==> src/rtl/td4_core.sv <==
// ============================================================================
// Module   : td4_core
// Purpose  : 4-bit single-cycle TD4 processor core driving a 16x8 program ROM.
// Revision : 1.0
// ============================================================================
`default_nettype none

module td4_core #(
    parameter logic [3:0] RESET_PC = 4'h0
) (
    input  logic       clk,
    input  logic       rst,
    input  logic       en,
    output logic [3:0] rom_addr,
    input  logic [7:0] rom_data,
    input  logic [3:0] in_port,
    output logic [3:0] out_port,
    output logic [3:0] reg_a,
    output logic [3:0] reg_b,
    output logic       carry
);

    localparam logic [3:0] c_OP_ADD_A  = 4'b0000;
    localparam logic [3:0] c_OP_MOV_AB = 4'b0001;
    localparam logic [3:0] c_OP_IN_A   = 4'b0010;
    localparam logic [3:0] c_OP_MOV_AI = 4'b0011;
    localparam logic [3:0] c_OP_MOV_BA = 4'b0100;
    localparam logic [3:0] c_OP_ADD_B  = 4'b0101;
    localparam logic [3:0] c_OP_IN_B   = 4'b0110;
    localparam logic [3:0] c_OP_MOV_BI = 4'b0111;
    localparam logic [3:0] c_OP_OUT_B  = 4'b1001;
    localparam logic [3:0] c_OP_OUT_I  = 4'b1011;
    localparam logic [3:0] c_OP_JNC    = 4'b1110;
    localparam logic [3:0] c_OP_JMP    = 4'b1111;

    logic [3:0] pc_q, pc_d;
    logic [3:0] a_q, a_d;
    logic [3:0] b_q, b_d;
    logic [3:0] out_q, out_d;
    logic       carry_q, carry_d;

    logic [3:0] w_opcode;
    logic [3:0] w_imm;
    logic [4:0] w_sum_a;
    logic [4:0] w_sum_b;

    assign w_opcode = rom_data[7:4];
    assign w_imm    = rom_data[3:0];
    assign w_sum_a  = {1'b0, a_q} + {1'b0, w_imm};
    assign w_sum_b  = {1'b0, b_q} + {1'b0, w_imm};

    // Carry defaults to 0: only ADD leaves a non-zero carry behind.
    always_comb begin
        pc_d    = pc_q + 4'd1;
        a_d     = a_q;
        b_d     = b_q;
        out_d   = out_q;
        carry_d = 1'b0;
        case (w_opcode)
            c_OP_ADD_A: begin
                a_d     = w_sum_a[3:0];
                carry_d = w_sum_a[4];
            end
            c_OP_ADD_B: begin
                b_d     = w_sum_b[3:0];
                carry_d = w_sum_b[4];
            end
            c_OP_MOV_AI: a_d   = w_imm;
            c_OP_MOV_BI: b_d   = w_imm;
            c_OP_MOV_AB: a_d   = b_q;
            c_OP_MOV_BA: b_d   = a_q;
            c_OP_IN_A:   a_d   = in_port;
            c_OP_IN_B:   b_d   = in_port;
            c_OP_OUT_B:  out_d = b_q;
            c_OP_OUT_I:  out_d = w_imm;
            c_OP_JMP:    pc_d  = w_imm;
            c_OP_JNC: begin
                if (!carry_q) begin
                    pc_d = w_imm;
                end
            end
            default: ;
        endcase
    end

    always_ff @(posedge clk) begin
        if (rst) begin
            pc_q    <= RESET_PC;
            a_q     <= 4'h0;
            b_q     <= 4'h0;
            out_q   <= 4'h0;
            carry_q <= 1'b0;
        end else if (en) begin
            pc_q    <= pc_d;
            a_q     <= a_d;
            b_q     <= b_d;
            out_q   <= out_d;
            carry_q <= carry_d;
        end
    end

    assign rom_addr = pc_q;
    assign out_port = out_q;
    assign reg_a    = a_q;
    assign reg_b    = b_q;
    assign carry    = carry_q;

endmodule

`default_nettype wire
==> config.mk <==
export PLATFORM = sky130hd
export DESIGN_NAME = td4_core
export DESIGN_NICKNAME = d
export VERILOG_FILES = /design/src/rtl/td4_core.sv
export SDC_FILE = /design/constraint.sdc
export NUM_CORES = 1
export LEC_CHECK = 0
export BUFFER_PORTS_ARGS = -buffer_cell sky130_fd_sc_hd__buf_2
export CAP_MARGIN = 20
export CELL_PAD_IN_SITES_DETAIL_PLACEMENT = 1
export CELL_PAD_IN_SITES_GLOBAL_PLACEMENT = 2
export CORE_ASPECT_RATIO = 0.6
export CORE_MARGIN = 3
export CORE_UTILIZATION = 33
export DETAILED_ROUTE_END_ITERATION = 6
export HOLD_SLACK_MARGIN = 0.02
export PLACE_DENSITY = 0.84
export SYNTH_ARGS = -nofsm -noshare
export SYNTH_HDL_FRONTEND = slang
export SYNTH_SLANG_ARGS = --single-unit
==> constraint.sdc <==
create_clock -name clk -period 4.6 [get_ports clk]
set_input_delay 0.69 -clock clk [delete_from_list [all_inputs] [get_ports clk]]
set_output_delay 0.69 -clock clk [all_outputs]
set_load 0.02 [all_outputs]
==> impl_metrics.ini <==
[critical_path]
r2r_cells = 7
cp-start-kind = input pin
slowest_delay_ns = 0.46
path_class = input pin to flip-flop
path_max_fanout = 6
crit_family = adder cells
cp-end-kind = flip-flop
r2r_slack_ns = 2.63
r2r-end = reg_b[2]
crit_required_ns = 4.74
crit_chain = buf_2 -> ha_1 -> fa_1 -> xor2_1 -> mux4_2 -> nor2_1 -> nor3_1
cp.arrival_ns = 2.26
crit_slowest_cell = mux4_2
critPathBufInv = 1
reg2reg_from = reg_b[0]

[final_layout]
antenna_cells = 0
area_delta_synth_final_pct = 16.3
drive_above_1_share_pct = 27.5
fin_nets = 198
final_common_cell = buf_2
nFillCells = 428
fin_area_um2 = 1480
layout_common_cells = 31 x buf_2, 17 x dfxtp_1, 15 x a21oi_1

[drt]
ant_nets = 0
drtIter0Drc = 45
drc = 0
routed_via_density = 5.57
drt-total-wl_um = 3880
vias = 1204
drtPass1Iterations = 4
wl_per_cell_um = 17.9

[yosys]
synth_edf_count = 0
synthArstFlopShare_pct = 0
synth_seq_cells = 17
syn_area_per_cell_um2 = 8.99
ys_seq_area_share_pct = 26.7
yosysUniqueCellTypes = 43
syn_nets = 168
ys.warnings.count = 0
synthCells = 142
synth_ff_type = dfxtp_1
netlist_area_um2 = 1280

[floorplanning]
core_area_um2 = 3480
rows = 16
die_x_um = 86.3
io_pins = 32
die_area_um2 = 4670
die_h_um = 54.2
initial_core_util_pct = 36.6

[placed_design]
globalplace.congestion = 0.877
hpwlAfterDp_um = 2970
port-buffer-count = 31
dpl_cell_area_um2 = 1440

[job]
max_cap_violations = 0

[timing]
setup_viol = 0
tns_ns = 0
min_period_over_period_pct = 45.9
fin_skew_ns = 0.00849
drv_slew = 0
fin_crit_ns = 2.11
fin_hold_ws_ns = 0.512
rsz0062_at_grt = no
tightest_slew_ns = 0.472
final-hold-violation-count = 0
slew_headroom_pct = 68.4
max_freq_ghz = 0.473

[clock_tree]
cts_sinks = 17
cts_root_buf = clkbuf_8
clk-insertion-delay-late_ns = 0.27
postCtsHoldBufs = 0
cts_tree = built
clock_path_buffers = 2
cts_setup_buffers = 0
path_clk_slew_ns = 0.07
cts-resized-gates = 0
numCtsBuffers = 3
cts.htree.levels = 1

[global_route]
first_global_vias = 1187
overflow = 0
grt_max_degree = 18
grtUsageTotal_pct = 18.1
antenna_found_initial = 0
grt_first_pass_wirelength_um = 6270

[power]
p_per_area_nw_per_um2 = 249
p_leak_nw = 0.670
total_power_mw = 0.369
ir_drop_uv = 95.6

[min_path]
hp-start = carry
hold_class = flip-flop to flip-flop
hold-path-cell-count = 2
hold_path_end = carry

[run_status]
status = finished, final reports clean
worst max path at each step:
stage / start / end / depth (start not counted)
6_report: rom_data[0] / reg_a[2] / 7
3_5_place_dp: rom_data[0] / reg_a[2] / 7
3_3_place_gp: rom_data[0] / reg_a[2] / 7
5_1_grt: rom_data[0] / reg_a[2] / 7
4_1_cts: rom_data[0] / reg_a[2] / 7
2_1_floorplan: rom_data[0] / reg_a[2] / 6
logic make-up (layout without fill, tap and decap cells):
group | Yosys count | in the layout | share of synthesized area [%]
buffers and inverters | 12 | 41 | 5.69
muxes | 13 | 13 | 14.1
and+or+nand+nor | 48 | 48 | 20.6
AOI/OAI and AO/OA | 39 | 39 | 19.6
DFF | 17 | 17 | 26.7
adders and majority gates | 11 | 11 | 12.0
xor gates and xnor gates | 2 | 2 | 1.37
layer usage:
| layer | share of wire (%) | GRT usage [%] |
|---|---|---|
| met3 | 4.7 | 4.28 |
| met1 | 52 | 25.7 |
| met2 | 43 | 28.0 |
| met4 | 0.31 | 3.89 |
| met5 | 0 | 0 |
tightest hold or removal path: stages, from the launching register on:
cell and delay (ns):
dfxtp_1 0.33, nand2b_1 0.07, a31oi_1 0.07
report_power, final:
part	leakage (nW)	internal, mW	switching [mW]
clock	0.0255	0.0606	0.0641
sequential	0.138	0.153	0.00656
combinational	0.506	0.0343	0.0506
total	0.670	0.248	0.121
final cells by class:
| type | instances | area, µm² | area share, % |
|---|---|---|---|
| clock inverter | 1 | 5.00 | 0.337 |
| sequential | 17 | 340 | 22.9 |
| timing repair buffer | 31 | 155 | 10.5 |
| inverter | 6 | 22.5 | 1.52 |
| multi-input combinational | 113 | 863 | 58.2 |
| clock buffer | 3 | 41.3 | 2.78 |
| tap | 45 | 56.3 | 3.79 |
cell usage after synthesis, types with 2 or more instances:
cell,n,share of area (%)
o211ai_1,3,1.8
dfxtp_1,17,27
inv_1,6,1.8
fa_1,2,3.1
o21ai_0,8,3.1
nor2b_1,4,2.0
nand3_1,3,1.2
nor3_1,2,0.78
mux2i_1,9,7.1
mux4_2,4,7.1
buf_6,3,2.6
nand2_1,14,4.1
a21oi_1,15,5.9
nor2_1,13,3.8
ha_1,9,8.8
a31oi_1,2,0.98
nand2b_1,2,0.98
metrics by stage:
step	util (%)	setup WS [ns]	cells
floorplan	-	2.45	142
global placement	41.3	2.26	212
detailed placement	41.3	2.21	212
CTS	42.6	2.49	216
global route	42.6	2.43	216
finish	42.6	2.49	216
flip-flops by register name, indices dropped and copies added (netlist names):
name	flops
carry	1
out_port	4
rom_addr	4
reg_b	4
reg_a	4
Power figures use the tool's default switching activity.
